### src/rtl/clint_bus_if.sv
// Native memory bus between an initiator and the CLINT responder:
// valid/ready handshake with byte-lane write strobes.
interface clint_bus_if;
    logic        mem_valid;
    logic        mem_ready;
    logic [31:0] mem_addr;
    logic [3:0]  mem_wstrb;
    logic [31:0] mem_wdata;
    logic [31:0] mem_rdata;

    modport master (
        output mem_valid, mem_addr, mem_wstrb, mem_wdata,
        input  mem_ready, mem_rdata
    );

    modport slave (
        input  mem_valid, mem_addr, mem_wstrb, mem_wdata,
        output mem_ready, mem_rdata
    );
endinterface

### src/rtl/clint_bus_responder.sv
// Core-local interruptor: msip, mtimecmp and a prescaled 64-bit mtime behind
// a one-wait-state bus responder, producing the software and timer interrupts.
module clint_bus_responder #(
    parameter logic [31:0] BASE_ADDR = 32'h0200_0000,
    parameter int unsigned TICK_DIV  = 1
) (
    input  logic        clk,
    input  logic        reset,
    clint_bus_if.slave  bus,
    output logic        sel,
    output logic        IRQ3,
    output logic        IRQ7,
    output logic [63:0] mtime_o
);

    localparam logic [31:0] PRESC_LAST   = 32'(TICK_DIV - 1);
    localparam logic [15:0] OFF_MSIP     = 16'h0000;
    localparam logic [15:0] OFF_MTCMP_LO = 16'h4000;
    localparam logic [15:0] OFF_MTCMP_HI = 16'h4004;
    localparam logic [15:0] OFF_MTIME_LO = 16'hBFF8;
    localparam logic [15:0] OFF_MTIME_HI = 16'hBFFC;

    typedef enum logic [0:0] {
        ST_IDLE = 1'b0,
        ST_RESP = 1'b1
    } state_e;

    state_e      state_q, state_d;
    logic        ready_q, ready_d;
    logic [31:0] rdata_q, rdata_d;
    logic        msip_q, msip_d;
    logic [63:0] mtimecmp_q, mtimecmp_d;
    logic [63:0] mtime_q, mtime_d;
    logic [31:0] presc_q, presc_d;
    logic        irq3_q, irq3_d;
    logic        irq7_q, irq7_d;

    logic        accept_s;
    logic        tick_s;
    logic [31:0] read_data_s;

    function automatic logic [31:0] merge_bytes(
        input logic [31:0] old_v,
        input logic [31:0] new_v,
        input logic [3:0]  strb
    );
        logic [31:0] res;
        res = old_v;
        for (int i = 0; i < 4; i++) begin
            if (strb[i]) begin
                res[8*i +: 8] = new_v[8*i +: 8];
            end else begin
                res[8*i +: 8] = old_v[8*i +: 8];
            end
        end
        return res;
    endfunction

    // Window decode, visible to the interconnect in the same cycle.
    always_comb begin
        sel = bus.mem_valid && (bus.mem_addr[31:16] == BASE_ADDR[31:16]);
    end

    // Read mux over the current register values.
    always_comb begin
        case (bus.mem_addr[15:0])
            OFF_MSIP:     read_data_s = {31'h0000_0000, msip_q};
            OFF_MTCMP_LO: read_data_s = mtimecmp_q[31:0];
            OFF_MTCMP_HI: read_data_s = mtimecmp_q[63:32];
            OFF_MTIME_LO: read_data_s = mtime_q[31:0];
            OFF_MTIME_HI: read_data_s = mtime_q[63:32];
            default:      read_data_s = 32'h0000_0000;
        endcase
    end

    // Next-state: handshake FSM, register writes, prescaler and interrupts.
    always_comb begin
        state_d    = state_q;
        ready_d    = 1'b0;
        rdata_d    = 32'h0000_0000;
        msip_d     = msip_q;
        mtimecmp_d = mtimecmp_q;
        irq3_d     = msip_q;
        irq7_d     = (mtime_q >= mtimecmp_q);

        accept_s = (state_q == ST_IDLE) && sel;
        tick_s   = (presc_q == PRESC_LAST);
        presc_d  = tick_s ? 32'd0 : (presc_q + 32'd1);
        mtime_d  = tick_s ? (mtime_q + 64'd1) : mtime_q;

        case (state_q)
            ST_IDLE: begin
                if (sel) begin
                    state_d = ST_RESP;
                end else begin
                    state_d = ST_IDLE;
                end
            end
            ST_RESP: state_d = ST_IDLE;
            default: state_d = ST_IDLE;
        endcase

        if (accept_s) begin
            ready_d = 1'b1;
            if (bus.mem_wstrb == 4'b0000) begin
                rdata_d = read_data_s;
            end else begin
                // A write to mtime replaces the unincremented value, so any tick this cycle is lost.
                case (bus.mem_addr[15:0])
                    OFF_MSIP: begin
                        if (bus.mem_wstrb[0]) begin
                            msip_d = bus.mem_wdata[0];
                        end else begin
                            msip_d = msip_q;
                        end
                    end
                    OFF_MTCMP_LO: mtimecmp_d[31:0]  = merge_bytes(mtimecmp_q[31:0], bus.mem_wdata, bus.mem_wstrb);
                    OFF_MTCMP_HI: mtimecmp_d[63:32] = merge_bytes(mtimecmp_q[63:32], bus.mem_wdata, bus.mem_wstrb);
                    OFF_MTIME_LO: mtime_d = {mtime_q[63:32], merge_bytes(mtime_q[31:0], bus.mem_wdata, bus.mem_wstrb)};
                    OFF_MTIME_HI: mtime_d = {merge_bytes(mtime_q[63:32], bus.mem_wdata, bus.mem_wstrb), mtime_q[31:0]};
                    default:      msip_d = msip_q;
                endcase
            end
        end else begin
            ready_d = 1'b0;
        end
    end

    // State register; reset overrides any request or tick in the same cycle.
    always_ff @(posedge clk) begin
        if (reset) begin
            state_q    <= ST_IDLE;
            ready_q    <= 1'b0;
            rdata_q    <= 32'h0000_0000;
            msip_q     <= 1'b0;
            mtimecmp_q <= 64'hFFFF_FFFF_FFFF_FFFF;
            mtime_q    <= 64'h0000_0000_0000_0000;
            presc_q    <= 32'd0;
            irq3_q     <= 1'b0;
            irq7_q     <= 1'b0;
        end else begin
            state_q    <= state_d;
            ready_q    <= ready_d;
            rdata_q    <= rdata_d;
            msip_q     <= msip_d;
            mtimecmp_q <= mtimecmp_d;
            mtime_q    <= mtime_d;
            presc_q    <= presc_d;
            irq3_q     <= irq3_d;
            irq7_q     <= irq7_d;
        end
    end

    assign bus.mem_ready = ready_q;
    assign bus.mem_rdata = rdata_q;
    assign IRQ3          = irq3_q;
    assign IRQ7          = irq7_q;
    assign mtime_o       = mtime_q;

endmodule

### src/flat_wrapper.sv
// flat-port wrapper written by rule: the top's interface ports become plain ports
module clint_bus_responder_flat 
#(
    parameter logic [31:0] BASE_ADDR = 32'h0200_0000,
    parameter int unsigned TICK_DIV  = 1
)
  (clk, reset, sel, IRQ3, IRQ7, mtime_o, bus_mem_valid, bus_mem_addr, bus_mem_wstrb, bus_mem_wdata, bus_mem_ready, bus_mem_rdata);
  clint_bus_if bus_i ();
  input  logic clk;
  input  logic reset;
  output logic sel;
  output logic IRQ3;
  output logic IRQ7;
  output logic [63:0] mtime_o;
  input wire logic [$bits(bus_i.mem_valid)-1:0] bus_mem_valid;
  input wire logic [$bits(bus_i.mem_addr)-1:0] bus_mem_addr;
  input wire logic [$bits(bus_i.mem_wstrb)-1:0] bus_mem_wstrb;
  input wire logic [$bits(bus_i.mem_wdata)-1:0] bus_mem_wdata;
  output wire logic [$bits(bus_i.mem_ready)-1:0] bus_mem_ready;
  output wire logic [$bits(bus_i.mem_rdata)-1:0] bus_mem_rdata;
  assign bus_i.mem_valid = bus_mem_valid;
  assign bus_i.mem_addr = bus_mem_addr;
  assign bus_i.mem_wstrb = bus_mem_wstrb;
  assign bus_i.mem_wdata = bus_mem_wdata;
  assign bus_mem_ready = bus_i.mem_ready;
  assign bus_mem_rdata = bus_i.mem_rdata;
  clint_bus_responder #(.BASE_ADDR(BASE_ADDR), .TICK_DIV(TICK_DIV)) u_core (.clk(clk), .reset(reset), .bus(bus_i), .sel(sel), .IRQ3(IRQ3), .IRQ7(IRQ7), .mtime_o(mtime_o));
endmodule
### config.mk
export PLATFORM = sky130hd
export DESIGN_NAME = clint_bus_responder_flat
export DESIGN_NICKNAME = d
export VERILOG_FILES = /design/src/rtl/clint_bus_if.sv /design/src/rtl/clint_bus_responder.sv /design/src/flat_wrapper.sv
export SDC_FILE = /design/constraint.sdc
export NUM_CORES = 1
export LEC_CHECK = 0
export BUFFER_PORTS_ARGS = -buffer_cell sky130_fd_sc_hd__buf_2
export CORE_ASPECT_RATIO = 1.4
export CORE_MARGIN = 2
export CORE_UTILIZATION = 52
export CTS_CLUSTER_DIAMETER = 30
export DETAILED_ROUTE_END_ITERATION = 6
export PLACE_DENSITY = 0.81
export SLEW_MARGIN = 20
export SYNTH_ARGS = -nofsm -noshare
export SYNTH_HDL_FRONTEND = slang
export SYNTH_SLANG_ARGS = --single-unit
### constraint.sdc
create_clock -name clk -period 2.85 [get_ports clk]
set_input_delay 0.285 -clock clk [delete_from_list [all_inputs] [get_ports clk]]
set_output_delay 0.285 -clock clk [all_outputs]
set_load 0.05 [all_outputs]
==> metrics.md, run 1 <==
| Metric | Value |
|---|---|
| Synth async-reset ratio | 0 |
| Syn Nets | 1517 |
| WS Path Type | flop to flop |
| Critical Path Max Stage Delay | 400 ps |
| First-pass GRT wire length | 60.90 mm |
| Peak VDD IR | 0.4176 mV |
| Crit path DAT | around 3100 ps |
| Post-route ant nets | 0 |
| Pwr Density | 401.8 mW/mm^2 |
| Critical Path Start Type | flop |
| Via density | 6.558 |
| Inserted Clock Buffers | 17 |
| Hold Vio Cnt, Final | 0 |
| Reg2Reg Launch Point | u_core.mtime_o[1] |
| Vias in the first global route | 11.75k |
| Worst slew pin tran | 724.5 ps |
| Top cell by count, worst path | buf_4 |
| Slew Limit Fails | 0 |
| Cell Area, Placed | around 0.013 sq mm |
| Synthesized area | 0.01108 sq mm |
| Worst Path Required | 3190 ps |
| First-pass detailed-route iteration total | 6 |
| Syn_area_per_cell | 8.036 sq um |
| Area grow syn2layout | 21.94% |
| Residual DRC | 0 |
| Pwr Total | 5.429 mW |
| Buffers on Ports | 170 |
| Min Hold Slack | around 110 ps |
| Largest area contributor in the netlist | dfxtp_1 |
| Fmax | 367.3 MHz |
| Ys Warns | 0 |
| Num rows | 63 |
| DIE WIDTH | 127.4 um |
| Clk_lat worst skew | around 460 ps |
| Library cells used by synthesis | 62 |
| Layout cell share with drive strength beyond 1 | 0.2388 |
| CP endpoint kind | flop |
| Hold Path Stages | 3 |
| RSZ-0062 raised after global routing | false |
| Largest net degree at the start of global routing | 49 |
| Post-Layout Cell Count | 1873 |
| Starting density of the core | 0.5265 |
| Final worst setup slack | 127.6 ps |
| Reg2Reg Depth | 10 |
| GRT Total Usage | 0.3406 |
| Sequential area share after synthesis | 0.3559 |
| Worst-path clk slew | about 80 ps |
| Clock buffer depth | 2 |
| Final number of setup-violating endpoints | 0 |
| Hold Crit Endpoint | u_core.mtimecmp_q[5] |
| Grt ovf | 0 |
| Synth Register Bits | 197 |
| CTS H-tree lvls | 4 |
| Die Area | 0.02251 sq mm |
| I/O pin cnt | roughly 170 |
| Critical path cell sequence | ha_1 -> nand2_1 -> nor4_1 -> buf_4 -> nand3_1 -> nor4_2 -> buf_4 -> and3_1 -> a22oi_1 -> a21oi_1 |
| Routability cong. | 0.9583 |
| CP max FO | 12 |
| CP max stage cell | nor4_1 |
| Nets | 1737 |
| Hold Crit Start | bus_mem_wdata[5] |
| Fin crit period | 2722 ps |
| Synth Flop Type | dfxtp_1 |
| Hpwl dp | 28.57 mm |
| Post-synth EDFFs | 0 |
| Routed len/inst | 20.90 um |
| R2R Path End | u_core.mtime_o[58] |
| Post-place setup slack | -8.938 ps |
| Initial antenna violation count | 1 |
| Max-cap violation count | 0 |
| Placed Cells incl. Taps | 1840 |
| Tightest Hold Check Type | input pin to flop |
| Cells after Synth | roughly 1.4k |
| CTS tree | done |
| Vias after detailed routing | 12.28k |
| Core box area | 0.02105 sq mm |
| Ranking of synthesized cells by area | dfxtp_1 36%, ha_1 7.6%, nand2_1 5.4% |
| Root buffer cell | clkbuf_16 |
| Clock sink total | between 150 and 200 |
| Outcome | complete, no violations |
| Final WL | 39.15 mm |
| Setup Skew | approximately 16 ps |
| Initial DRC Count | approximately 1.1k |
| P_leak | 5.967 nW |
| Final period util | 0.9552 |
| Area fraction of the dominant cell type after synthesis | 0.3559 |
| Relative slew slack | 0.5148 |
| DIE HEIGHT | 176.7 um |
| Worst reg2reg setup slack | 130 ps |
| Final instance area | 0.01351 sq mm |
-- metrics by stage --
stage               setup TNS [ps]    util
floorplan                   -10.36       -
global placement                 0  0.6129
detailed placement          -8.938  0.6129
CTS                              0  0.6415
global route                     0  0.6421
finish                           0  0.6421
-- kinds of logic after synthesis --
family,count (synthesis),share of synthesized area
adder cells (fa/ha/maj),67,0.07565
buffers and inverters,161,0.05476
multiplexers,38,0.03794
AO/OA/AOI/OAI,335,0.2053
AND/OR/NAND/NOR,549,0.2452
flip-flops,197,0.3559
XOR/XNOR,32,0.02529
-- what timing repair did --
item	in CTS	in global routing
buffers inserted	0	0
hold buffers	0	0
resized for setup	1	2
setup endpoints to repair	1	2
endpoints found under the hold margin	0	0
pin swaps	0	1
-- layout make-up --
class	count	area, sq um
fill	1724	7533
multi-input combinational	1021	6600
sequential	197	3985
timing repair buffer	282	1704
clock buffer	18	439.2
tap	260	325.3
inverter	80	300.3
clock inverter	14	156.4
antenna	1	2.502
-- cells in the mapped netlist (5+ instances only) --
library cell / instances
a222oi_1: 30
xor2_1: 20
nand4_1: 43
nor2_1: 132
a2bb2oi_1: 9
nor2b_1: 7
or4_1: 9
ha_1: 67
o311ai_0: 5
mux2_2: 32
nor4_1: 31
nand2_1: 158
mux2i_1: 6
nor3_1: 32
a221oi_1: 6
and3_1: 29
nor4b_1: 7
or3_1: 12
a21oi_1: 83
clkbuf_1: 78
o21ai_0: 51
dfxtp_1: 197
a31oi_1: 26
and4_1: 11
inv_1: 79
xnor2_1: 12
and2_1: 12
nand3_1: 48
o211ai_1: 68
a32oi_1: 5
a211oi_1: 16
o31ai_1: 5
o22ai_1: 6
-- flip-flops by register name (all words and copies together) (netlist names) --
register	flops
u_core.mtime_o	64
u_core.mtimecmp_q	64
u_core.bus.mem_rdata	32
u_core.presc_q	32
u_core.IRQ3	1
u_core.IRQ7	1
u_core.bus.mem_ready	1
u_core.irq3_d	1
u_core.state_q	1
-- how the worst max path moves through the flow --
stage	end	from
final	u_core.mtime_o[58]	u_core.mtime_o[1]
after global routing	u_core.mtime_o[60]	u_core.mtime_o[1]
after CTS	u_core.mtime_o[41]	u_core.mtime_o[4]
after detailed placement	u_core.mtime_o[41]	u_core.presc_q[1]
after global placement	u_core.mtime_o[41]	u_core.presc_q[1]
after floorplan	u_core.mtime_o[53]	u_core.mtime_o[0]
-- report_power, final --
part | internal (mW) | switching (mW)
combinational | 0.0713 | 0.160
sequential | 2.75 | 0.00443
clock | 1.20 | 1.25
-- worst max-delay path, delay by kind of cell (launching register included) --
family	cells	cell delay, ps
and+or+nand+nor	5	1200
AOI/OAI and AO/OA	2	400
buffers and inverters	2	430
DFF	1	390
adders and majority gates	1	190
-- layer usage --
metal / global-route usage / vias to the layer above / share of wire
met1: 0.3803 / 5781 / 0.36
met4: 0.2372 / 0 / 0.071
met5: 0 / - / 0
met2: 0.5809 / 735 / 0.49
met3: 0.06469 / 198 / 0.079
li1: - / 5569 / -
-- layout by cell type (no fill, tap or decap), drive strengths merged, types with 4 or more instances in the layout --
master / n
a21oi: 83
buf: 282
nor2b: 7
o211ai: 68
and4: 11
a21o: 4
o311ai: 5
nand4b: 4
a32oi: 5
and3: 29
mux2: 32
clkbuf: 18
or3: 12
a222oi: 30
nand4: 44
clkinv: 7
mux2i: 6
xor2: 20
a31oi: 26
nor3: 32
nor4: 33
or4: 9
and2: 13
nor2: 132
ha: 67
inv: 87
nor4b: 7
xnor2: 12
o21ai: 51
nand2: 158
a221oi: 6
a211oi: 16
nand3: 48
dfxtp: 197
a2bb2oi: 9
o22ai: 6
o31ai: 5
No activity file was read; power rests on OpenSTA's default activity.
==> run 2, diff against run 1 <==
--- a/config.mk
+++ b/config.mk
@@ -5,7 +5,7 @@
 export SDC_FILE = /design/constraint.sdc
 export NUM_CORES = 1
 export LEC_CHECK = 0
-export BUFFER_PORTS_ARGS = -buffer_cell sky130_fd_sc_hd__buf_2
+export BUFFER_PORTS_ARGS = -buffer_cell sky130_fd_sc_hd__clkbuf_2
 export CORE_ASPECT_RATIO = 1.4
 export CORE_MARGIN = 2
 export CORE_UTILIZATION = 52
==> metrics.md, run 2 (synthesized netlist as in run 1, its figures left out) <==
| Metric | Value |
|---|---|
| Starting density of the core | 0.5265 |
| First-pass detailed-route iteration total | 6 |
| Crit path DAT | ~3100 ps |
| Hpwl dp | 28.84 mm |
| Critical Path Start Type | flop |
| Nets | 1746 |
| CTS H-tree lvls | 4 |
| Pwr Density | 409.9 mW/mm^2 |
| Reg2Reg Launch Point | u_core.mtime_o[1] |
| Residual DRC | 0 |
| Relative slew slack | 0.5261 |
| Buf/Inv on CP | 1 |
| Via density | 6.499 |
| Worst reg2reg setup slack | 130 ps |
| Hold Vio Cnt, Final | 0 |
| Commonest cells after routing, fill and taps aside | 180 x dfxtp_1, 170 x clkbuf_2, 158 x nand2_1, 131 x nor2_1, 121 x buf_4 |
| GRT Total Usage | 0.3367 |
| Die Area | around 0.023 sq mm |
| Post-place setup slack | approximately 25 ps |
| Crit path launch | u_core.mtime_o[1] |
| Vias after detailed routing | 12.23k |
| CP max stage cell | or4_4 |
| Routed len/inst | 20.75 um |
| Hold Path Stages | 3 |
| Final number of setup-violating endpoints | 0 |
| Worst slew pin tran | 704.4 ps |
| Vias in the first global route | 11.78k |
| Final period util | 0.9531 |
| RSZ-0062 raised after global routing | false |
| DIE HEIGHT | 176.7 um |
| Final worst setup slack | 133.7 ps |
| Inserted Clock Buffers | 17 |
| Commonest non-fill, non-tap cell in the layout | dfxtp_1 |
| WS Path Type | flop to flop |
| CTS tree | done |
| Cell Area, Placed | between 0.01 and 0.015 sq mm |
| Peak VDD IR | 0.4202 mV |
| Top cell by count, worst path | or4_4 |
| Initial antenna violation count | 2 |
| DIE WIDTH | 127.4 um |
| Root buffer cell | clkbuf_16 |
| Worst Path Required | between 3000 and 4000 ps |
| Slew Limit Fails | 0 |
| Setup Buffers After CTS | 0 |
| Final instance area | 0.01362 sq mm |
| Setup Skew | roughly 15 ps |
| Num rows | 63 |
| CP endpoint kind | flop |
| Hold Crit Endpoint | u_core.mtimecmp_q[37] |
| Initial DRC Count | 1230 |
| Clock buffer depth | 2 |
| I/O pin cnt | 171 |
| CP delay by family, top | simple AND/OR/NAND/NOR gates |
| CP max FO | 7 |
| R2R Path End | u_core.mtime_o[41] |
| Post-route ant nets | 0 |
| Final WL | between 30 and 40 mm |
| Critical Path Max Stage Delay | ~500 ps |
| Max-cap violation count | 0 |
| First-pass GRT wire length | 60.53 mm |
| Reg2Reg Depth | 8 |
| Routability cong. | 0.9970 |
| Fin crit period | 2716 ps |
| P_leak | between 5 and 6 nW |
| Buffers on Ports | 170 |
| Worst-path clk slew | 80 ps |
| Critical path cell sequence | nand3_1 -> or4_4 -> or4_4 -> nor4_4 -> buf_4 -> and4_1 -> nor3_1 -> a2111oi_0 |
| Clock sink total | 197 |
| Largest net degree at the start of global routing | 34 |
| Grt ovf | 0 |
| Clk_lat worst skew | about 460 ps |
| Cts hold-fix bufs | 0 |
| Outcome | complete, no violations |
| Layout cell share with drive strength beyond 1 | 0.2449 |
| Tightest Hold Check Type | input pin to flop |
| Hold Crit Start | bus_mem_wdata[5] |
| Area grow syn2layout | 22.87% |
| Fmax | between 300 and 400 MHz |
| Core box area | between 0.02 and 0.025 sq mm |
==> run 2: changes by cell type in the layout (fill, tap and decap cells not counted), sizes merged <==
cell and delta:
buf -161, bufinv +3, clkinvlp +3, clkbuf +170, inv -1, clkinv -5
==> run 2: report_power, final <==
part	switching, mW	internal (mW)	total, mW
logic	0.161	0.0725	0.233
registers	0.00472	2.75	2.75
clock network	1.18	1.41	2.60
total	1.35	4.23	5.58
==> run 2: metrics by stage <==
| stage | hold slack [ps] | std cells | TNS [ps] | utilization | total power, mW |
|---|---|---|---|---|---|
| floorplan | 369.0 | 1379 | -10.36 | - | 2.910 |
| finish | 140.2 | 1882 | 0 | 0.6470 | 5.581 |
| detailed placement | 471.8 | 1849 | 0 | 0.6155 | 3.038 |
| global route | 138.6 | 1882 | 0 | 0.6470 | 5.708 |
| global placement | 481.2 | 1849 | 0 | 0.6155 | 3.036 |
| CTS | 126.1 | 1881 | 0 | 0.6453 | 5.580 |
==> run 2: area by class of cell <==
type	instances	area (sq um)
Clock buffer	18	429.2
Timing Repair Buffer	291	1759
Antenna cell	1	2.502
Inverter	80	300.3
Clock inverter	14	192.7
Fill cell	1748	7430
Tap cell	260	325.3
Multi-Input combinational cell	1021	6623
Sequential cell	197	3985
==> run 2: repair_timing <==
action                                  4_1_cts  5_1_grt
gates resized for setup                       1        6
endpoints found under the setup margin        1        6
endpoints found under the hold margin         0        0
==> run 2: tightest hold or removal path, stage by stage <==
cell and delay (ps):
clkbuf_2 130, nand2_1 60, o211ai_1 90
==> run 2: how the worst max path moves through the flow <==
stage | end | depth (start not counted)
final | u_core.mtime_o[41] | 8
after CTS | u_core.mtime_o[41] | 8
after detailed placement | u_core.mtime_o[41] | 10
after floorplan | u_core.mtime_o[53] | 8
after global routing | u_core.mtime_o[41] | 8
after global placement | u_core.mtime_o[41] | 10
==> run 2: layer usage <==
layer  track usage  share of wire  vias up
met5             0        0.00026        -
met4        0.2056          0.062        2
met3       0.05955          0.078      190
met2        0.5798           0.49      698
met1        0.3862           0.37     5750
li1              -              -     5591
